**src/rtl/alulogic_arbiter_if.sv**
```systemverilog
// Request/response bundle between the per-lane issuers and the shared logic-unit arbiter.
// The master side drives requests and response acceptance; the slave side is the arbiter.
interface alulogic_arbiter_if #(
  parameter int unsigned NREQ = 4
);
  localparam int unsigned IDW = $clog2(NREQ);

  logic [NREQ-1:0]    req_valid;
  logic [NREQ-1:0]    req_ready;
  logic [NREQ*32-1:0] req_a;
  logic [NREQ*32-1:0] req_b;
  logic [NREQ-1:0]    req_op;
  logic               resp_valid;
  logic               resp_ready;
  logic [31:0]        resp_data;
  logic [IDW-1:0]     resp_id;

  modport master (
    output req_valid, req_a, req_b, req_op, resp_ready,
    input  req_ready, resp_valid, resp_data, resp_id
  );

  modport slave (
    input  req_valid, req_a, req_b, req_op, resp_ready,
    output req_ready, resp_valid, resp_data, resp_id
  );
endinterface

```
**src/rtl/alulogic_arbiter.sv**
```systemverilog
// Round-robin arbiter time-multiplexing one 32-bit AND/OR logic unit between NREQ requesters.
// Accept in IDLE, evaluate in EXEC, hold a registered tagged result in RESP until taken.
module alulogic_arbiter #(
  parameter int unsigned NREQ = 4
) (
  input  logic               clk,
  input  logic               rst,
  alulogic_arbiter_if.slave  bus,
  output logic               busy,
  output logic [31:0]        op_count
);
  localparam int unsigned IDW = $clog2(NREQ);

  typedef enum logic [1:0] {StIdle, StExec, StResp} state_e;

  state_e         state_q;
  logic [IDW-1:0] last_grant_q;
  logic [IDW-1:0] grant_id_q;
  logic [IDW-1:0] resp_id_q;
  logic [31:0]    a_q;
  logic [31:0]    b_q;
  logic           op_q;
  logic [31:0]    resp_data_q;
  logic           resp_valid_q;
  logic           busy_q;
  logic [31:0]    op_count_q;

  logic           win_found;
  logic [IDW-1:0] win_id;
  logic [IDW-1:0] cand;
  logic [31:0]    alu_result;

  // Search starts just after the last served requester and wraps, giving round-robin fairness.
  always_comb begin
    win_found = 1'b0;
    win_id    = '0;
    cand      = '0;
    for (int unsigned k = 1; k <= NREQ; k++) begin
      cand = IDW'((32'(last_grant_q) + k) % NREQ);
      if (!win_found && bus.req_valid[cand]) begin
        win_found = 1'b1;
        win_id    = cand;
      end
    end
  end

  assign bus.req_ready = (state_q == StIdle && win_found && !rst) ? (NREQ'(1) << win_id) : '0;

  // Shared alulogic datapath: fed only from the latched operands, so it settles during EXEC.
  assign alu_result = op_q ? (a_q | b_q) : (a_q & b_q);

  always_ff @(posedge clk) begin
    if (rst) begin
      state_q      <= StIdle;
      last_grant_q <= IDW'(NREQ - 1);
      grant_id_q   <= '0;
      a_q          <= '0;
      b_q          <= '0;
      op_q         <= 1'b0;
      resp_data_q  <= '0;
      resp_id_q    <= '0;
      resp_valid_q <= 1'b0;
      busy_q       <= 1'b0;
      op_count_q   <= '0;
    end else begin
      case (state_q)
        StIdle: begin
          if (win_found) begin
            a_q        <= bus.req_a[{win_id, 5'd0} +: 32];
            b_q        <= bus.req_b[{win_id, 5'd0} +: 32];
            op_q       <= bus.req_op[win_id];
            grant_id_q <= win_id;
            busy_q     <= 1'b1;
            state_q    <= StExec;
          end
        end
        StExec: begin
          resp_data_q  <= alu_result;
          resp_id_q    <= grant_id_q;
          resp_valid_q <= 1'b1;
          state_q      <= StResp;
        end
        StResp: begin
          if (bus.resp_ready) begin
            last_grant_q <= grant_id_q;
            op_count_q   <= op_count_q + 32'd1;
            resp_valid_q <= 1'b0;
            busy_q       <= 1'b0;
            state_q      <= StIdle;
          end
        end
        default: begin
          resp_valid_q <= 1'b0;
          busy_q       <= 1'b0;
          state_q      <= StIdle;
        end
      endcase
    end
  end

  assign bus.resp_valid = resp_valid_q;
  assign bus.resp_data  = resp_data_q;
  assign bus.resp_id    = resp_id_q;
  assign busy           = busy_q;
  assign op_count       = op_count_q;
endmodule
```
**src/flat_wrapper.sv**
```systemverilog
// flat-port wrapper written by rule: the top's interface ports become plain ports
module alulogic_arbiter_flat 
#(
  parameter int unsigned NREQ = 4
)
  (clk, rst, busy, op_count, bus_req_valid, bus_req_a, bus_req_b, bus_req_op, bus_resp_ready, bus_req_ready, bus_resp_valid, bus_resp_data, bus_resp_id);
  alulogic_arbiter_if #(.NREQ(NREQ)) bus_i ();
  input  logic clk;
  input  logic rst;
  output logic busy;
  output logic [31:0] op_count;
  input wire logic [$bits(bus_i.req_valid)-1:0] bus_req_valid;
  input wire logic [$bits(bus_i.req_a)-1:0] bus_req_a;
  input wire logic [$bits(bus_i.req_b)-1:0] bus_req_b;
  input wire logic [$bits(bus_i.req_op)-1:0] bus_req_op;
  input wire logic [$bits(bus_i.resp_ready)-1:0] bus_resp_ready;
  output wire logic [$bits(bus_i.req_ready)-1:0] bus_req_ready;
  output wire logic [$bits(bus_i.resp_valid)-1:0] bus_resp_valid;
  output wire logic [$bits(bus_i.resp_data)-1:0] bus_resp_data;
  output wire logic [$bits(bus_i.resp_id)-1:0] bus_resp_id;
  assign bus_i.req_valid = bus_req_valid;
  assign bus_i.req_a = bus_req_a;
  assign bus_i.req_b = bus_req_b;
  assign bus_i.req_op = bus_req_op;
  assign bus_i.resp_ready = bus_resp_ready;
  assign bus_req_ready = bus_i.req_ready;
  assign bus_resp_valid = bus_i.resp_valid;
  assign bus_resp_data = bus_i.resp_data;
  assign bus_resp_id = bus_i.resp_id;
  alulogic_arbiter #(.NREQ(NREQ)) u_core (.clk(clk), .rst(rst), .bus(bus_i), .busy(busy), .op_count(op_count));
endmodule
```
**config.mk**
```make
export PLATFORM = sky130hd
export DESIGN_NAME = alulogic_arbiter_flat
export DESIGN_NICKNAME = d
export VERILOG_FILES = /design/src/rtl/alulogic_arbiter_if.sv /design/src/rtl/alulogic_arbiter.sv /design/src/flat_wrapper.sv
export SDC_FILE = /design/constraint.sdc
export NUM_CORES = 1
export LEC_CHECK = 0
export ABC_AREA = 1
export CORE_UTILIZATION = 48
export CTS_CLUSTER_DIAMETER = 50
export CTS_CLUSTER_SIZE = 28
export DETAILED_ROUTE_END_ITERATION = 8
export GPL_ROUTABILITY_DRIVEN = 1
export PLACE_DENSITY = 0.91
export SYNTH_ARGS = -nofsm -noshare
export SYNTH_HDL_FRONTEND = slang
export SYNTH_SLANG_ARGS = --single-unit
```
**constraint.sdc**
```tcl
create_clock -name clk -period 6.6 [get_ports clk]
set_clock_uncertainty 0.15 [all_clocks]
set_input_delay 1.65 -clock clk [delete_from_list [all_inputs] [get_ports clk]]
set_output_delay 1.65 -clock clk [all_outputs]
set_load 0.02 [all_outputs]
```
==> results.yml <==
clocking:
  cts-buffers-inserted: 17
  clk_root_buffer_cell: "clkbuf_16"
  cts_tree: "built"
  post_cts_setup_repair_bufs: 0
  ctsLongestPathBuffers: 2
  h-tree-depth: 4
  postCtsHoldBufs: 0
  cts.clk_slew.worst_paths_ps: 50
  insertion_delay_ps: 410
  post_cts_resized: 0
  tritoncts_num_sinks: 139
route:
  detail_route.wl_per_cell_um: 14.6
  drc: 0
  detail_route.iter0.violations: 722
  detailedRoute.firstPassIterationCount: 5
  vias: 10600
  ant_nets: 0
  drt-vias-per-instance: 5.24
  total_wirelength_of_the_detailed_routed_design_um: 29500
logic_synthesis:
  post_synth_fa_ha_maj_area_fraction_pct: 0.143
  synth_top_cell_by_area: "dfxtp_1"
  fraction_of_synthesized_area_in_multiplexers_pct: 0
  synthDominantCellAreaShare_pct: 31.7
  mappedNetlistNets: 1767
  syn_warnings: 0
  yosys_register_bits: 139
  synth_seq_area_share_pct: 31.7
  synth_top_family_by_area: "simple AND/OR/NAND/NOR gates"
  post_syn_instances: 1499
  synth_compound_gate_area_share_pct: 13.7
  synth_top_cells_by_area: "dfxtp_1 32%, nand2_1 23%, nand3_1 12%, inv_1 7.4%, a21oi_1 6.6%"
  simple_gate_area_share_of_the_yosys_netlist_pct: 40.1
  synth_xor_xnor_area_share_pct: 1.10
  synth_cell_area_um2: 8780
  syn_avg_cell_area_um2: 5.86
  synth_cell_types: 34
worst_setup_path:
  setup.worst_path.start_class: "input pin"
  r2r_setup_slack_ps: 3150
  worstRegToRegCells: 16
  worst-path-max-fanout: 4
  critPathRequiredTime_ps: 4800
  cp-endpoint: "bus_req_ready[3]"
  worst-endpoint-arrival_ps: 3860
  path_class: "in2out"
  worstReg2RegStart: "u_core.last_grant_q[0]"
  worst_setup_path_startpoint: "bus_req_valid[1]"
  kind_of_capture_point_of_the_worst_setup_path: "output pin"
  regToRegEndpoint: "u_core.a_q[26]"
min_path:
  min_path_type: "reg2reg"
finish:
  areaGrowthSynthToFinish_pct: 44.5
  finalNetCount: 2039
  stdcell_area_um2: 12700
  fillers: 1527
  layout-drive-gt1-share_pct: 3.20
pwr:
  power_leakage_nw: 5.96
  power.density_cell_area_nw_per_um2: 258
  peakVddDrop_v: 0.000161
floorplan:
  dieHeight_um: 137
  fp.dieW_um: 137
  core.rowCount: 49
  core-area_um2: 18000
  initial_core_util_pct: 48.9
  die-area_um2: 18800
  boundaryPins: 339
timing:
  holdWs_ps: 324
  slew_headroom_pct: 17.0
  worst_tran_pin_value_ps: 1240
  final.min_clock_period_ps: 5660
  finalCritPeriodShare_pct: 85.7
  hold_viol: 0
  setup_viol_count_final: 0
  finalMaxSlewViolations: 0
  max_freq_mhz: 177
  setup-tns-final_ps: 0
  setup_repair_after_global_routing_missed_its_margin: "false"
run:
  drv_cap: 0
global_route:
  global_route.usage.total_pct: 31.0
  grt_first_pass_wirelength_um: 45700
  grt_pass1_vias: 9499
  antenna_found_initial: 3
  largest_net_degree_at_the_start_of_global_routing: 89
  overflow: 0
placement:
  gp_congestion: 0.908
  portBuffers: 338
  postPlaceCellArea_um2: 12100
  post-dp-hpwl_um: 21100
run_status:
  outcome: "complete, no violations"
[worst min-delay path by stage]
| stage | to | slack (ps) | start | cells past startpoint |
|---|---|---|---|---|
| after global routing | u_core.busy | 340 | u_core.busy | 2 |
| after floorplan | u_core.last_grant_q[0] | 310 | u_core.grant_id_q[0] | 2 |
| after detailed placement | u_core.busy | 320 | u_core.busy | 2 |
| after global placement | u_core.busy | 320 | u_core.busy | 2 |
| after CTS | u_core.busy | 330 | u_core.busy | 2 |
| final | u_core.busy | 320 | u_core.busy | 2 |
[sequential cells by signal, summed over array words and instances, names as in the netlist, 2 cells and up]
register and count:
u_core.bus.resp_data 32, u_core.op_count 32, u_core.grant_id_q 2, u_core.b_q 32
u_core.bus.resp_id 2, u_core.a_q 32, u_core.last_grant_q 2, u_core.state_q 2
[cell usage after synthesis]
cell,instances
and3_1,2
ha_1,1
xor2_1,10
o21ai_1,1
buf_4,8
nor4_1,2
nor3b_1,4
nand3_4,1
nor2_2,1
nor2_1,49
nand2_2,4
dfxtp_1,139
nand2_1,536
nor3_1,18
inv_1,172
nand3b_1,1
o211a_1,1
buf_6,7
o21a_1,3
o21ai_0,110
inv_2,3
clkinv_1,1
nand3_1,208
a21boi_0,1
nor2_4,1
a21oi_1,116
o211ai_1,2
clkbuf_1,39
xnor2_1,1
a31oi_1,2
buf_1,5
nand4_1,10
nor3_2,1
buf_2,39
[critical path: stages]
cell	delay [ps]
clkdlybuf4s50_1	480
inv_1	40
nand2_1	60
nand2_1	70
o21ai_1	190
nand3b_1	170
nand2_2	60
nor2_1	150
inv_1	110
nor3_1	210
clkdlybuf4s50_1	650
[layout make-up]
type                       count  area, µm²  area share, %
clock buffer                  23        488           3.85
multi-input combinational   1086       4860           38.3
sequential                   139       2780           21.9
inverter                     176        661           5.21
timing repair buffer         351       3480           27.4
tap                          229        287           2.26
clock inverter                 8        115          0.908
antenna                        4       10.0         0.0789
[stage by stage]
step,std cells,total power [mW],setup WS (ps),util (%)
final,2016,3.27,941,70.6
after global routing,2015,3.48,769,70.6
after CTS,2012,3.27,948,70.6
after detailed placement,1981,2.29,952,67.2
after global placement,1981,2.27,1030,67.2
after floorplan,1499,1.87,1670,-
[layer usage]
| layer | GRT usage, % | wire [µm] | vias to the layer above |
|---|---|---|---|
| li1 | - | - | 5308 |
| met1 | 37.1 | 12000 | 4759 |
| met2 | 53.7 | 14700 | 422 |
| met3 | 5.00 | 1780 | 66 |
| met4 | 15.2 | 1020 | 0 |
| met5 | 0 | 0 | - |
[cell families (layout without fill, tap and decap cells)]
group,after synthesis,in the layout
AO/OA/AOI/OAI,236,236
XOR/XNOR,11,11
adder cells (fa/ha/maj),1,1
buffers and inverters,274,558
flip-flops,139,139
other,0,4
AND/OR/NAND/NOR,838,838
[placed cells by master, fill, tap and decap left out, types with 10 or more instances in the layout]
cell type          n
a21oi_1          116
buf_4             14
clkbuf_16         17
clkdlybuf4s50_1  337
dfxtp_1          139
inv_1            172
nand2_1          534
nand3_1          208
nand4_1           10
nor2_1            48
nor3_1            18
o21ai_0          110
xor2_1            10
[power breakdown]
group	total (mW)	internal [mW]	switching [mW]	leakage, nW
clock network	0.977	0.629	0.348	0.303
logic	1.27	0.487	0.779	4.51
registers	1.03	0.974	0.0568	1.14
total	3.27	2.09	1.18	5.96
Note: power is estimated with default switching activity, not from simulation.
